File: config.mk
export PLATFORM = sky130hd
export DESIGN_NAME = key_reader
export DESIGN_NICKNAME = d
export VERILOG_FILES = /design/src/rtl/key_reader.sv
export SDC_FILE = /design/constraint.sdc
export NUM_CORES = 1
export LEC_CHECK = 0
export ABC_AREA = 1
export ABC_CLOCK_PERIOD_IN_PS = 3550
export BUFFER_PORTS_ARGS = -buffer_cell sky130_fd_sc_hd__buf_2
export CAP_MARGIN = 20
export CORE_MARGIN = 3
export CORE_UTILIZATION = 44
export CTS_CLUSTER_DIAMETER = 30
export DETAILED_ROUTE_END_ITERATION = 6
export GPL_TIMING_DRIVEN = 0
export PLACE_DENSITY = 0.74
export SLEW_MARGIN = 10
export SYNTH_ARGS = -nofsm -noshare
export SYNTH_HDL_FRONTEND = slang
export SYNTH_SLANG_ARGS = --single-unit
File: constraint.sdc
create_clock -name clk -period 3.55 [get_ports clk]
set_input_delay 0 -clock clk [delete_from_list [all_inputs] [get_ports clk]]
set_output_delay 0 -clock clk [all_outputs]
set_load 0.02 [all_outputs]
File: src/rtl/key_reader.sv
`default_nettype none
// ============================================================================
// Module      : key_reader
// Description : Synchronised, debounced key inputs exposed on the board bus
//               as a level register and a sticky press-event register.
// Revision    : 1.0 - initial release
// ============================================================================
module key_reader #(
  parameter int WIDTH           = 4,
  parameter int DEBOUNCE_CYCLES = 50000,
  parameter int CNT_W           = 16,
  parameter bit ACTIVE_LOW      = 1'b1
) (
  input  logic             clk,
  input  logic             rst,
  input  logic [WIDTH-1:0] key_i,
  input  logic             ce,
  input  logic             we,
  input  logic [1:0]       addr_i,
  input  logic [31:0]      data_i,
  output logic [31:0]      data_o,
  output logic             ack
);

  typedef enum logic [0:0] {
    ST_IDLE = 1'b0,
    ST_ACK  = 1'b1
  } state_t;

  localparam logic [CNT_W-1:0] c_cnt_max = CNT_W'(DEBOUNCE_CYCLES - 1);
  localparam logic [31:0] c_id_word =
    {8'h4B, 8'h00, 8'(WIDTH), 8'(DEBOUNCE_CYCLES >= 256)};

  logic [WIDTH-1:0] w_key_level;
  logic [WIDTH-1:0] r_sync1;
  logic [WIDTH-1:0] r_sync2;
  logic [WIDTH-1:0] r_stable;
  logic [WIDTH-1:0] r_event;
  logic [WIDTH-1:0] w_press;
  logic [WIDTH-1:0] w_clr;
  logic [31:0]      w_rdata;
  logic [31:0]      r_data;
  logic             r_ack;
  logic             w_accept;
  state_t           r_state;
  state_t           w_state_next;
  logic             w_unused_data;

  assign w_key_level   = ACTIVE_LOW ? ~key_i : key_i;
  assign w_unused_data = ^data_i;

  always_ff @(posedge clk) begin
    if (!rst) begin
      r_sync1 <= '0;
      r_sync2 <= '0;
    end else begin
      r_sync1 <= w_key_level;
      r_sync2 <= r_sync1;
    end
  end

  // The counter only advances while the synchronised level disagrees with the
  // accepted one, and is cleared on acceptance, so it can never pass c_cnt_max.
  genvar gi;
  generate
    for (gi = 0; gi < WIDTH; gi++) begin : g_key
      logic [CNT_W-1:0] r_cnt;
      logic             r_level;

      always_ff @(posedge clk) begin
        if (!rst) begin
          r_cnt   <= '0;
          r_level <= 1'b0;
        end else if (r_sync2[gi] == r_level) begin
          r_cnt <= '0;
        end else if (r_cnt == c_cnt_max) begin
          r_level <= r_sync2[gi];
          r_cnt   <= '0;
        end else begin
          r_cnt <= r_cnt + 1'b1;
        end
      end

      assign r_stable[gi] = r_level;
      assign w_press[gi]  = r_sync2[gi] & ~r_level & (r_cnt == c_cnt_max);
    end
  endgenerate

  always_comb begin
    w_state_next = r_state;
    w_accept     = 1'b0;
    case (r_state)
      ST_IDLE: begin
        if (ce) begin
          w_accept     = 1'b1;
          w_state_next = ST_ACK;
        end
      end
      ST_ACK: w_state_next = ST_IDLE;
    endcase
  end

  // A read of the event word clears exactly the bits it returns.
  always_comb begin
    w_rdata = '0;
    w_clr   = '0;
    case (addr_i)
      2'd0:    w_rdata[WIDTH-1:0] = r_stable;
      2'd1:    w_rdata[WIDTH-1:0] = r_event;
      2'd2:    w_rdata            = c_id_word;
      default: w_rdata            = '0;
    endcase
    if (w_accept && (addr_i == 2'd1)) begin
      w_clr = we ? data_i[WIDTH-1:0] : r_event;
    end
  end

  always_ff @(posedge clk) begin
    if (!rst) begin
      r_state <= ST_IDLE;
      r_ack   <= 1'b0;
      r_data  <= '0;
      r_event <= '0;
    end else begin
      r_state <= w_state_next;
      r_ack   <= w_accept;
      r_data  <= (w_accept && !we) ? w_rdata : 32'd0;
      r_event <= (r_event & ~w_clr) | w_press;
    end
  end

  assign data_o = r_data;
  assign ack    = r_ack;

endmodule
`default_nettype wire

Word level (Yosys, flattened, before mapping)
Cells that the tools add are included.
- register bits: 114
- input bits: 42
- output and inout bits: 33
- logic and storage cells: 70
- multiplexer cells: 7
- add/sub/neg operators: 4
- reductions and logical operators: 13
- bitwise gates (word level): 22
- eq/ne operators: 10
- operator list (operator ; number):
    $add A16 B1 Y16 const B ; 4
    $eq A16 B16 Y1 const B ; 4
    $mux W27 ; 1
    $pmux W4 S3 ; 1
    $reduce_or A3 Y1 ; 4
    $not A1 Y1 ; 10
    $reduce_and A2 Y1 ; 5
    $and A1 B1 Y1 ; 8
    $mux W4 ; 2
    $not A4 Y4 ; 2
    $and A4 B4 Y4 ; 1
    $eq A1 B1 Y1 ; 4
    $or A4 B4 Y4 ; 1
    $eq A2 B1 Y1 const B ; 1
    $eq A2 B2 Y1 const B ; 1
    $logic_and A1 B1 Y1 ; 2
    $logic_not A2 Y1 ; 1
    $mux W1 ; 2
    $pmux W1 S2 ; 1
    $logic_not A1 Y1 ; 1

Longest topological paths before layout
Gate-level depths: netlist of the first run.
- depth in word-level cells: 7
- mapped depth: 8
- gate-level depth less buffers: 8

Least setup slack after synthesis of the first run
Ideal clock, no wire load.
- path kind: register to register
- start point: reg g_key[1].r_cnt[0]
- end point: reg g_key[1].r_cnt[11]
- setup slack: 2.251 ns
- data arrival time: 1.186 ns
- buffers on the path: 1
- library setup time: 0.113 ns
- stages on the path, launching flop included: 8
- cell sequence: dfxtp_1 ha_1 nand3_2 nor2_4 nand2_2 nand3_4 buf_8 nor2_1
- longest elaborated chain between the ends: 2
- elaborated cells between the ends (all ways): 3
- ends and longest elaborated chain (element ; RTL line ; RTL):
    start: declaration ; 67 ; logic [CNT_W-1:0] r_cnt;
    start signal: assignment ; 80 ; r_cnt <= r_cnt + 1'b1;
    parallel branches: the longest is 2 deep, another holds $add A16 B1 Y16 ; - ;
Several ways; the timed one is not identified.
A chain may end at the register's enable or synchronous reset.

Worst setup path after layout of the first run
Same ends and word-level chain as after synthesis.

==> metrics.txt, run 1 <==
# TYPE chip_impl_metric gauge
chip_impl_metric{name="cell_pwr_density",unit="nW/um2"} 366
chip_impl_metric{name="drt_first_iter_violations",unit=""} 153
chip_impl_metric{name="postSynthRegisterBits",unit=""} 86
chip_impl_info{name="worst_hold_path.endpoint",value="data_o[0]$_SDFF_PN0_"} 1
chip_impl_metric{name="yosys_warnings",unit=""} 0
chip_impl_info{name="mostFrequentLayoutCells",value="118 x nand2_1, 102 x nor2_1, 86 x dfxtp_1"} 1
chip_impl_metric{name="placement_rows",unit=""} 35
chip_impl_metric{name="largest_net_degree_at_the_start_of_global_routing",unit=""} 15
chip_impl_metric{name="cts_inserted_buffers",unit=""} 9
chip_impl_metric{name="syn_std_cell_area",unit="um2"} 4290
chip_impl_metric{name="first_global_vias",unit=""} 3347
chip_impl_metric{name="drc",unit=""} 0
chip_impl_metric{name="gp_routability_congestion",unit=""} 0.869
chip_impl_metric{name="i_o_pins",unit=""} 75
chip_impl_info{name="tritoncts",value="done"} 1
chip_impl_metric{name="setup-tns-final",unit="ns"} 0
chip_impl_metric{name="cp.buffers_inverters",unit=""} 1
chip_impl_metric{name="routedWlPerCell",unit="um"} 10.3
chip_impl_metric{name="antenna_violating_nets_post_route",unit=""} 0
chip_impl_metric{name="syn_inst",unit=""} 582
chip_impl_info{name="critPathCaptureType",value="flop"} 1
chip_impl_metric{name="post-cts-setup-buffer-count",unit=""} 0
chip_impl_metric{name="final.period_utilization",unit="%"} 42.0
chip_impl_metric{name="vdd_drop_max",unit="uV"} 205
chip_impl_metric{name="multi_input_area",unit="um2"} 2140
chip_impl_metric{name="antenna_found_initial",unit=""} 0
chip_impl_info{name="timing.critical_path.cells",value="ha_1 > nand3_2 > nor2_4 > nand2_2 > nand3_4 > buf_8 > nor2_1"} 1
chip_impl_metric{name="layout-drive-gt1-share",unit="%"} 17.0
chip_impl_metric{name="grt_first_pass_wirelength",unit="mm"} 13.9
chip_impl_metric{name="die_x",unit="um"} 105
chip_impl_metric{name="place.detailed.hpwl",unit="mm"} 6.01
chip_impl_metric{name="timing.max_cap.violations",unit=""} 0
chip_impl_metric{name="floorplan.die.height",unit="um"} 105
chip_impl_info{name="synth.largest_area_cell",value="dfxtp_1"} 1
chip_impl_metric{name="holdBufCountCts",unit=""} 11
chip_impl_info{name="critical-path-top-delay-family",value="simple AND/OR/NAND/NOR gates"} 1
chip_impl_metric{name="drv_slew",unit=""} 0
chip_impl_metric{name="finalHoldViolations",unit=""} 0
chip_impl_metric{name="antenna_cells",unit=""} 0
chip_impl_metric{name="floorplan.die_area",unit="um2"} 11000
chip_impl_metric{name="seqCellArea",unit="um2"} 1720
chip_impl_metric{name="hold_path_depth",unit=""} 4
chip_impl_metric{name="grt_use_total",unit="%"} 14.9
chip_impl_metric{name="arrival_time_of_the_worst_setup_path",unit="ns"} 1.74
chip_impl_metric{name="power_leakage",unit="nW"} 1.97
chip_impl_info{name="crit_path_top_delay_cell",value="dfxtp_1"} 1
chip_impl_metric{name="required_time_of_the_worst_setup_path",unit="ns"} 3.80
chip_impl_info{name="r2r-end",value="g_key[1].r_cnt[11]$_SDFF_PP0_"} 1
chip_impl_metric{name="worst_setup_hold_path_clk_slew",unit="ns"} 0.08
chip_impl_info{name="hold_path_startpoint",value="we"} 1
chip_impl_metric{name="final_nets",unit=""} 699
chip_impl_metric{name="worstPathMaxFanout",unit=""} 10
chip_impl_metric{name="seq_area_frac_synth",unit="%"} 40.1
chip_impl_metric{name="vias",unit=""} 3598
chip_impl_info{name="hold_path_class",value="primary input to flop"} 1
chip_impl_metric{name="synth_top_area_share",unit="%"} 40.1
chip_impl_metric{name="drt_wl_total",unit="mm"} 8.07
chip_impl_metric{name="clk-insertion-delay-late",unit="ns"} 0.35
chip_impl_metric{name="detail_route.first_pass.iterations",unit=""} 5
chip_impl_metric{name="final_core_util",unit="%"} 53.2
chip_impl_metric{name="numPortBuffers",unit=""} 23
chip_impl_metric{name="nFillCells",unit=""} 896
chip_impl_info{name="synthTopCellsByArea",value="dfxtp_1 40%, nand2_1 10%, nor2_1 8.9%"} 1
chip_impl_metric{name="r2r.worst_path.cells",unit=""} 7
chip_impl_metric{name="avgViaCountPerCell",unit=""} 4.60
chip_impl_metric{name="ctsLongestPathBuffers",unit=""} 2
chip_impl_metric{name="placeableCoreArea",unit="um2"} 9370
chip_impl_info{name="startpoint_type",value="flop"} 1
chip_impl_metric{name="period_needed",unit="ns"} 1.49
chip_impl_metric{name="clkSinkCount",unit=""} 86
chip_impl_metric{name="synth_area_per_cell",unit="um2"} 7.38
chip_impl_info{name="regToRegStartpoint",value="g_key[1].r_cnt[0]$_SDFF_PP0_"} 1
chip_impl_metric{name="post_cts_resize_count",unit=""} 0
chip_impl_metric{name="globalRouteOverflowTotal",unit=""} 0
chip_impl_info{name="cts_root_buffer",value="clkbuf_8"} 1
chip_impl_metric{name="finalSetupViolCount",unit=""} 0
chip_impl_info{name="timing.setup.critical_path_class",value="flop to flop"} 1
chip_impl_metric{name="initial_core_util",unit="%"} 45.8
chip_impl_metric{name="maximum_level_of_the_cts_h_tree",unit=""} 3
chip_impl_metric{name="synth.distinct_cells",unit=""} 29
chip_impl_info{name="status",value="finished, final reports clean"} 1
chip_impl_metric{name="r2r_setup_slack",unit="ns"} 2.06
chip_impl_metric{name="fin_skew",unit="ns"} 0.00784
chip_impl_metric{name="syn_to_final_growth",unit="%"} 16.1
chip_impl_info{name="grt_setup_unrepaired",value="no"} 1
chip_impl_metric{name="max_stage_delay",unit="ns"} 0.39
chip_impl_info{name="layout.cells.most_common",value="nand2_1"} 1
chip_impl_metric{name="fmax",unit="MHz"} 670
-- worst min-delay path: stages --
cell and delay, ns:
buf_2 0.07, inv_1 0.06, nand2_1 0.13, a221oi_2 0.05
-- flip-flops by register name (all words and copies together) (netlist names) --
name           count
g_key.r_cnt       64
r_sync1            4
r_sync2            4
g_key.r_level      4
data_o             5
ack                1
r_event            4
-- kinds of logic after synthesis --
family | after synthesis | synth area share (%)
AOI/OAI and AO/OA | 37 | 4.69
xor gates and xnor gates | 29 | 5.92
adders and majority gates | 8 | 2.33
buffers and inverters | 100 | 12.1
DFF | 86 | 40.1
other | 1 | 0.0873
and+or+nand+nor | 321 | 34.8
-- how the worst max path moves through the flow --
stage | startpoint | end | cells past startpoint
after global routing | g_key[2].r_cnt[0]$_SDFF_PP0_ | g_key[2].r_cnt[13]$_SDFF_PP0_ | 7
final | g_key[1].r_cnt[0]$_SDFF_PP0_ | g_key[1].r_cnt[11]$_SDFF_PP0_ | 7
after CTS | g_key[1].r_cnt[0]$_SDFF_PP0_ | g_key[1].r_cnt[0]$_SDFF_PP0_ | 7
after global placement | g_key[3].r_cnt[0]$_SDFF_PP0_ | g_key[3].r_cnt[13]$_SDFF_PP0_ | 7
after detailed placement | g_key[1].r_cnt[0]$_SDFF_PP0_ | g_key[1].r_cnt[11]$_SDFF_PP0_ | 7
after floorplan | g_key[1].r_cnt[0]$_SDFF_PP0_ | g_key[1].r_cnt[11]$_SDFF_PP0_ | 7
-- area by class of cell --
cell class | count | area share [%]
buffer | 32 | 5.27
clock buffer | 10 | 2.76
clock inverter | 6 | 1.71
inverter | 68 | 5.12
multi-input combinational | 418 | 42.9
sequential | 86 | 34.5
tap | 129 | 3.24
timing repair buffer | 34 | 4.52
-- layer usage --
| layer | track usage (%) | wire (um) | up-vias | part of all wire (%) |
|---|---|---|---|---|
| met5 | 0 | 0 | - | 0 |
| met4 | 4.78 | 108 | 0 | 1.3 |
| met3 | 3.40 | 345 | 9 | 4.3 |
| met2 | 26.6 | 3850 | 71 | 48 |
| met1 | 17.5 | 3760 | 1614 | 47 |
| li1 | - | - | 1904 | - |
-- Yosys cell counts --
library cell / instances
a21oi_1: 25
a21oi_2: 1
a221oi_2: 1
and3_1: 2
buf_4: 27
buf_6: 4
buf_8: 1
conb_1: 1
dfxtp_1: 86
ha_1: 8
inv_1: 67
inv_2: 1
nand2_1: 118
nand2_2: 3
nand3_1: 35
nand3_2: 5
nand3_4: 4
nand3b_1: 1
nand4_1: 11
nor2_1: 102
nor2_2: 16
nor2_4: 6
nor3_1: 11
o21ai_0: 9
o21bai_1: 1
or2_0: 4
or2_2: 3
xnor2_1: 9
xor2_1: 20
-- per-stage QoR --
step                      instance area (um2)  hold WS (ns)  setup WS, ns  cells  power (W)
after floorplan                          4380        0.0724          2.25    604    0.00106
after global placement                   4650         0.185          2.09    756    0.00108
after detailed placement                 4650         0.186          2.06    756    0.00108
after CTS                                4990       0.00150          2.04    783    0.00184
after global routing                     4990        0.0281          1.91    783    0.00189
final                                    4990        0.0112          2.06    783    0.00182
-- where the power goes --
| group | switching, W | internal (W) |
|---|---|---|
| combinational | 0.0000557 | 0.0000415 |
| sequential | 0.00000320 | 0.000970 |
| clock | 0.000341 | 0.000413 |
Power figures use the tool's default switching activity.
==> run 2: changes to the inputs <==
- ABC_CLOCK_PERIOD_IN_PS: 3550 -> 1200
- PLACE_DENSITY: 0.74 -> 0.77
- clock period: 3.55 -> 1.2 ns (I/O delays scaled with it)
==> run 2 against run 1 <==
Effect of this change: the run now ends with setup timing left; global-route usage up 3.4 points; clock skew up 0.0050 ns; die area unchanged; wire length up 46%; maximum frequency up 11%; sequential cell count unchanged; first-iteration DRC count up 35%; core utilization up 12 points; final area up 23%; register-to-register slack worse by 2.2 ns; critical endpoint is now g_key[2].r_cnt[6]$_SDFF_PP0_; largest power group unchanged.
==> metrics.txt, run 2 (synthesis gave the netlist of run 1 again) <==
# TYPE chip_impl_metric gauge
chip_impl_metric{name="floorplan.die.height",unit="um"} 105
chip_impl_metric{name="standard_cell_area_after_detailed_placement",unit="um2"} 4750
chip_impl_info{name="layout.cells.most_common",value="nand2_1"} 1
chip_impl_info{name="violations",value="setup timing"} 1
chip_impl_metric{name="nFillCells",unit=""} 691
chip_impl_metric{name="globalRouteOverflowTotal",unit=""} 0
chip_impl_metric{name="arrival_time_of_the_worst_setup_path",unit="ns"} 1.60
chip_impl_metric{name="antenna_violating_nets_post_route",unit=""} 0
chip_impl_metric{name="floorplan.die_area",unit="um2"} 11000
chip_impl_metric{name="cell_pwr_density",unit="nW/um2"} 883
chip_impl_metric{name="finalPower",unit="W"} 0.00542
chip_impl_metric{name="detail_route.first_pass.iterations",unit=""} 5
chip_impl_metric{name="finalSetupViolCount",unit=""} 67
chip_impl_info{name="timing.critical_path.cells",value="inv_2 > nor2_2 > nand2_2 > nor2_4 > nand2_2 > nand3_4 > buf_12 > buf_8 > nor2_1"} 1
chip_impl_info{name="largest_register",value="g_key.r_cnt"} 1
chip_impl_metric{name="fmax",unit="MHz"} 747
chip_impl_metric{name="syn_to_final_growth",unit="%"} 42.9
chip_impl_info{name="crit_path_top_delay_cell",value="dfxtp_2"} 1
chip_impl_metric{name="period_needed",unit="ns"} 1.34
chip_impl_metric{name="critical_path_cell_count",unit=""} 9
chip_impl_metric{name="clk-insertion-delay-late",unit="ns"} 0.37
chip_impl_metric{name="clkSinkCount",unit=""} 86
chip_impl_metric{name="die_x",unit="um"} 105
chip_impl_info{name="critPathCaptureType",value="flop"} 1
chip_impl_metric{name="timing.max_cap.violations",unit=""} 0
chip_impl_metric{name="finish.instance_area",unit="um2"} 6140
chip_impl_metric{name="finalHoldViolations",unit=""} 0
chip_impl_metric{name="gp_routability_congestion",unit=""} 0.876
chip_impl_metric{name="r2r.worst_path.cells",unit=""} 9
chip_impl_metric{name="largest_net_degree_at_the_start_of_global_routing",unit=""} 15
chip_impl_metric{name="place.detailed.hpwl",unit="mm"} 6.27
chip_impl_metric{name="i_o_pins",unit=""} 75
chip_impl_info{name="grt_setup_unrepaired",value="yes"} 1
chip_impl_metric{name="placeableCoreArea",unit="um2"} 9370
chip_impl_metric{name="first_global_vias",unit=""} 3750
chip_impl_metric{name="fin_worst_hold_slack",unit="ns"} 0.0273
chip_impl_metric{name="drt_wl_total",unit="mm"} 11.7
chip_impl_metric{name="grt_use_total",unit="%"} 18.3
chip_impl_metric{name="vdd_drop_max",unit="uV"} 541
chip_impl_metric{name="largest_register_ff_count",unit=""} 64
chip_impl_info{name="hold_path_class",value="primary input to flop"} 1
chip_impl_metric{name="vias",unit=""} 4150
chip_impl_metric{name="maximum_level_of_the_cts_h_tree",unit=""} 3
chip_impl_metric{name="grt_first_pass_wirelength",unit="mm"} 16.6
chip_impl_metric{name="antenna_cells",unit=""} 0
chip_impl_metric{name="hold_path_depth",unit=""} 3
chip_impl_metric{name="routedWlPerCell",unit="um"} 14.1
chip_impl_metric{name="drc",unit=""} 0
chip_impl_metric{name="avgViaCountPerCell",unit=""} 4.96
chip_impl_info{name="startpoint_type",value="flop"} 1
chip_impl_info{name="timing.setup.critical_path_class",value="flop to flop"} 1
chip_impl_info{name="tritoncts",value="done"} 1
chip_impl_metric{name="required_time_of_the_worst_setup_path",unit="ns"} 1.46
chip_impl_metric{name="antenna_found_initial",unit=""} 0
chip_impl_metric{name="setup_ws",unit="ns"} -0.139
chip_impl_metric{name="worst_setup_hold_path_clk_slew",unit="ns"} 0.09
chip_impl_metric{name="worstPathMaxFanout",unit=""} 5
chip_impl_metric{name="cp.buffers_inverters",unit=""} 3
chip_impl_metric{name="initial_core_util",unit="%"} 45.8
chip_impl_metric{name="placement_rows",unit=""} 35
chip_impl_metric{name="cts_inserted_buffers",unit=""} 9
chip_impl_metric{name="final_nets",unit=""} 752
chip_impl_info{name="critical-path-top-delay-family",value="simple AND/OR/NAND/NOR gates"} 1
chip_impl_metric{name="pre_cts_ws",unit="ns"} -0.138
chip_impl_metric{name="ctsLongestPathBuffers",unit=""} 2
chip_impl_info{name="mostFrequentLayoutCells",value="102 x nand2_1, 61 x nor2_1, 60 x buf_4"} 1
chip_impl_metric{name="drv_slew",unit=""} 0
chip_impl_info{name="critPathMostFrequentCell",value="nand2_2"} 1
chip_impl_metric{name="drt_first_iter_violations",unit=""} 206
chip_impl_metric{name="numPortBuffers",unit=""} 23
chip_impl_info{name="cts_root_buffer",value="clkbuf_8"} 1
chip_impl_metric{name="max_stage_delay",unit="ns"} 0.35
chip_impl_metric{name="final.period_utilization",unit="%"} 112
chip_impl_metric{name="layout-drive-gt1-share",unit="%"} 47.1
chip_impl_metric{name="fin_skew",unit="ns"} 0.0128
chip_impl_info{name="status",value="finished, violations left"} 1
chip_impl_metric{name="power_leakage",unit="nW"} 2.34
## run 2: final cells by class
cell class / instances / area [um2] / share of cell area (%)
clock buffers: 11 / 151 / 2.47
clock inverters: 5 / 57.6 / 0.938
well taps: 129 / 161 / 2.63
plain buffers: 31 / 255 / 4.16
multi-input cells: 418 / 2700 / 44.0
flip-flops and latches: 86 / 1810 / 29.4
inverters: 68 / 258 / 4.20
repair buffers: 88 / 743 / 12.1
## run 2: metal layers
layer | share of wire [%] | GRT usage (%)
met1 | 40 | 21.4
met2 | 52 | 32.5
met3 | 5.0 | 4.20
met4 | 2.8 | 6.37
met5 | 0 | 0
## run 2: worst min-delay path, delay by kind of cell
family	cells	cell delay, ns
AOI/OAI and AO/OA	1	0.06
buffers and inverters	1	0.16
and+or+nand+nor	1	0.13
## run 2: worst paths after layout
kind	to	slack (ns)	from
hold reg to reg	r_sync2[1]$_SDFF_PN0_	0.41	r_sync1[1]$_SDFF_PN0_
setup reg to reg	g_key[2].r_cnt[6]$_SDFF_PP0_	-0.14	g_key[2].r_cnt[14]$_SDFF_PP0_
setup / recovery	g_key[2].r_cnt[6]$_SDFF_PP0_	-0.14	g_key[2].r_cnt[14]$_SDFF_PP0_
hold / removal	g_key[3].r_cnt[7]$_SDFF_PP0_	0.03	rst
## run 2: power by group
group	switching [W]	internal [W]
Clock	0.00110	0.00108
Combinational	0.000208	0.000171
Sequential	0.0000124	0.00285
## run 2: stage by stage
step	cells	setup TNS [ns]	utilization, %
6_report	836	-4.76	65.5
5_1_grt	836	-8.58	65.5
4_1_cts	818	-2.71	59.4
3_5_place_dp	756	-4.56	50.7
3_3_place_gp	756	-3.07	50.7
2_1_floorplan	604	0	-
## run 2: timing repair
item,4_1_cts,5_1_grt
setup buffers,31,22
resized for setup,56,162
endpoints found under the hold margin,11,0
hold buffers,11,0
gates cloned,4,0
endpoints found under the setup margin,53,72
pin swaps,21,51
==> run 3: changes to the inputs <==
- ABC_AREA: 1 -> not set
==> run 3 against run 2 <==
Effect of this change: the flow still finishes with violations (setup timing); via count is 21% lower; register-to-register slack lost 0.48 ns; clock skew shrank 0.0013 ns; sequential cell count unchanged; sequential power about the same; setup slack worse by 0.48 ns; wire length fell by 26%; final area fell by 13%; power is 0.73% higher; critical endpoint is now g_key[1].r_cnt[10]$_SDFF_PP0_; largest power group unchanged; highest routed layer unchanged.
==> metrics.txt, run 3 <==
# TYPE chip_impl_metric gauge
chip_impl_metric{name="antenna_violating_nets_post_route",unit=""} 0
chip_impl_metric{name="required_time_of_the_worst_setup_path",unit="ns"} 1.45
chip_impl_metric{name="antenna_cells",unit=""} 0
chip_impl_metric{name="vias",unit=""} 3281
chip_impl_metric{name="grt_first_pass_wirelength",unit="mm"} 13.6
chip_impl_metric{name="hold_path_depth",unit=""} 4
chip_impl_info{name="synth.largest_area_cell",value="dfxtp_1"} 1
chip_impl_metric{name="r2r.worst_path.cells",unit=""} 6
chip_impl_info{name="yosys-top-cells-count",value="86 x dfxtp_1, 73 x nor2_1, 46 x xnor2_1, 28 x buf_4, 23 x inv_1"} 1
chip_impl_metric{name="syn_to_final_growth",unit="%"} 34.5
chip_impl_metric{name="nFillCells",unit=""} 663
chip_impl_metric{name="clkSinkCount",unit=""} 86
chip_impl_metric{name="cts_inserted_buffers",unit=""} 9
chip_impl_metric{name="drc",unit=""} 0
chip_impl_metric{name="floorplan.die_area",unit="um2"} 10200
chip_impl_metric{name="first_global_vias",unit=""} 3100
chip_impl_metric{name="place.detailed.hpwl",unit="mm"} 5.22
chip_impl_info{name="startpoint_type",value="flop"} 1
chip_impl_info{name="synthTopCellsByArea",value="dfxtp_1 43%, xnor2_1 10%, nor2_1 6.9%"} 1
chip_impl_metric{name="arrival_time_of_the_worst_setup_path",unit="ns"} 2.07
chip_impl_metric{name="timing.max_cap.violations",unit=""} 0
chip_impl_metric{name="final.period_utilization",unit="%"} 152
chip_impl_metric{name="syn_inst",unit=""} 438
chip_impl_metric{name="synth-edff-count",unit=""} 0
chip_impl_metric{name="power_leakage",unit="nW"} 1.91
chip_impl_metric{name="worst_setup_hold_path_clk_slew",unit="ns"} 0.08
chip_impl_metric{name="routedWlPerCell",unit="um"} 13.5
chip_impl_metric{name="setup_ws",unit="ns"} -0.622
chip_impl_metric{name="gp_routability_congestion",unit=""} 0.829
chip_impl_metric{name="fin_skew",unit="ns"} 0.0115
chip_impl_metric{name="finalHoldViolations",unit=""} 0
chip_impl_info{name="timing.critical_path.cells",value="or4b_4 > nor4_4 > or3b_1 > buf_6 > clkbuf_16 > nor2_2"} 1
chip_impl_info{name="crit_path_top_delay_cell",value="or4b_4"} 1
chip_impl_metric{name="floorplan.die.height",unit="um"} 101
chip_impl_metric{name="route.met3.wl",unit="um"} 488
chip_impl_info{name="cts_root_buffer",value="clkbuf_8"} 1
chip_impl_info{name="post-synth-top-count-cell",value="dfxtp_1"} 1
chip_impl_metric{name="syn_std_cell_area",unit="um2"} 3980
chip_impl_metric{name="antenna_found_initial",unit=""} 0
chip_impl_metric{name="largest_net_degree_at_the_start_of_global_routing",unit=""} 14
chip_impl_metric{name="avgViaCountPerCell",unit=""} 5.05
chip_impl_metric{name="synthArstFlopShare",unit="%"} 0
chip_impl_metric{name="layout.cells.non_filler",unit=""} 650
chip_impl_metric{name="placement_rows",unit=""} 34
chip_impl_metric{name="worstPathMaxFanout",unit=""} 5
chip_impl_metric{name="finalPower",unit="W"} 0.00546
chip_impl_metric{name="clk-insertion-delay-late",unit="ns"} 0.36
chip_impl_metric{name="finalSetupViolCount",unit=""} 72
chip_impl_metric{name="die_x",unit="um"} 101
chip_impl_info{name="status",value="finished, violations left"} 1
chip_impl_metric{name="max_stage_delay",unit="ns"} 0.52
chip_impl_info{name="layout.cells.most_common",value="dfxtp_1"} 1
chip_impl_info{name="highest-signal-layer",value="met4"} 1
chip_impl_metric{name="globalRouteOverflowTotal",unit=""} 0
chip_impl_info{name="hold_path_class",value="primary input to flop"} 1
chip_impl_metric{name="final_nets",unit=""} 588
chip_impl_info{name="largest_register",value="g_key.r_cnt"} 1
chip_impl_metric{name="standard_cell_area_after_detailed_placement",unit="um2"} 4390
chip_impl_metric{name="layout-drive-gt1-share",unit="%"} 38.7
chip_impl_info{name="tritoncts",value="done"} 1
chip_impl_info{name="mostFrequentLayoutCells",value="61 x dfxtp_1, 52 x buf_4, 46 x xnor2_1"} 1
chip_impl_metric{name="postSynthRegisterBits",unit=""} 86
chip_impl_metric{name="synth_area_per_cell",unit="um2"} 9.08
chip_impl_info{name="critPathCaptureType",value="flop"} 1
chip_impl_metric{name="vdd_drop_max",unit="uV"} 470
chip_impl_metric{name="drt_wl_total",unit="mm"} 8.75
chip_impl_metric{name="synth.distinct_cells",unit=""} 42
chip_impl_metric{name="detail_route.first_pass.iterations",unit=""} 4
chip_impl_metric{name="final_core_util",unit="%"} 61.1
chip_impl_metric{name="placeableCoreArea",unit="um2"} 8760
chip_impl_metric{name="fmax",unit="MHz"} 549
chip_impl_metric{name="drt_first_iter_violations",unit=""} 150
chip_impl_info{name="timing.setup.critical_path_class",value="flop to flop"} 1
chip_impl_metric{name="drv_slew",unit=""} 0
chip_impl_metric{name="period_needed",unit="ns"} 1.82
chip_impl_metric{name="fin_worst_hold_slack",unit="ns"} 0.0161
chip_impl_metric{name="yosys_warnings",unit=""} 0
chip_impl_metric{name="drt-met1-wl",unit="mm"} 3.59
chip_impl_metric{name="seq_area_frac_synth",unit="%"} 43.3
chip_impl_metric{name="finish.instance_area",unit="um2"} 5350
chip_impl_metric{name="ctsLongestPathBuffers",unit=""} 2
chip_impl_metric{name="synth_top_area_share",unit="%"} 43.3
chip_impl_metric{name="met2WireLength",unit="mm"} 4.52
chip_impl_metric{name="initial_core_util",unit="%"} 45.4
chip_impl_metric{name="largest_register_ff_count",unit=""} 64
chip_impl_info{name="violations",value="setup timing"} 1
chip_impl_metric{name="grt_use_total",unit="%"} 16.5
chip_impl_metric{name="dp.cells",unit=""} 590
chip_impl_metric{name="maximum_level_of_the_cts_h_tree",unit=""} 3
chip_impl_metric{name="i_o_pins",unit=""} 75
chip_impl_metric{name="cell_pwr_density",unit="nW/um2"} 1020
chip_impl_info{name="grt_setup_unrepaired",value="yes"} 1
chip_impl_info{name="dominantRegCellSynth",value="dfxtp_1"} 1
chip_impl_metric{name="numPortBuffers",unit=""} 22
==> run 3: cell types whose count changed after synthesis, sizes merged, moves of 6 or more <==
cell   before  now
a21oi      26    5
inv        68   23
nand2     121   22
nand3      44   20
nor2      124   73
nor2b       0    8
nor4        0   23
or2         7    1
xnor2       9   46
xor2       20    8
==> run 3: cell families after synthesis <==
family,after synthesis,synth area share (%)
buffers and inverters,61,9.85
AO/OA/AOI/OAI,21,3.62
other,1,0.0943
AND/OR/NAND/NOR,204,28.0
flip-flops,86,43.3
adder cells (fa/ha/maj),8,2.52
XOR/XNOR,54,11.9
multiplexers,3,0.755
==> run 3: layout make-up <==
class                      count  area [um2]  area share [%]
sequential                    86        1770            33.1
timing repair buffer          68         562            10.5
inverter                      23        86.3            1.61
multi-input combinational    313        2260            42.3
tap                          108         135            2.53
clock inverter                 4        70.1            1.31
buffer                        37         310            5.80
clock buffer                  11         151            2.83
==> run 3: worst max-delay path, delay by kind of cell, from the launching register on <==
kind | cells | cell delay, ns
AND/OR/NAND/NOR | 4 | 1.03
flip-flops | 1 | 0.38
buffers and inverters | 2 | 0.30
==> run 3: path summary, 6_finish.rpt <==
check                               start                             to  slack (ns)
min                             data_i[1]          r_event[1]$_SDFF_PN0_        0.02
max          g_key[1].r_cnt[5]$_SDFF_PP0_  g_key[1].r_cnt[10]$_SDFF_PP0_       -0.62
max reg2reg  g_key[1].r_cnt[5]$_SDFF_PP0_  g_key[1].r_cnt[10]$_SDFF_PP0_       -0.62
min reg2reg         r_sync1[0]$_SDFF_PN0_          r_sync2[0]$_SDFF_PN0_        0.43
==> run 3: power breakdown <==
| part | internal, W | leakage [nW] | switching, W | total, W |
|---|---|---|---|---|
| Clock | 0.00127 | 0.115 | 0.000988 | 0.00226 |
| Sequential | 0.00285 | 0.710 | 0.0000111 | 0.00286 |
| Combinational | 0.000162 | 1.08 | 0.000176 | 0.000339 |
| Total | 0.00428 | 1.91 | 0.00118 | 0.00546 |
==> run 3: metrics by stage <==
step | TNS (ns) | setup slack [ns]
3_5_place_dp | -33.96 | -0.593
4_1_cts | -33.62 | -0.556
2_1_floorplan | -24.39 | -0.439
6_report | -33.61 | -0.622
5_1_grt | -37.01 | -0.667
3_3_place_gp | -31.82 | -0.556
==> run 3: routing by layer <==
metal  global-route usage (%)  vias up
met3                     3.94       11
li1                         -     1640
met2                     28.0       97
met5                        0        -
met1                     19.4     1533
met4                     7.98        0
==> run 3: repair_timing <==
item                                    CTS  global route
hold buffers                              9             0
buffers inserted                         22            13
cloned                                    2             1
resized for setup                        37            76
hold endpoints to repair                 12             0
pin swaps                                16            17
endpoints found under the setup margin   72            72
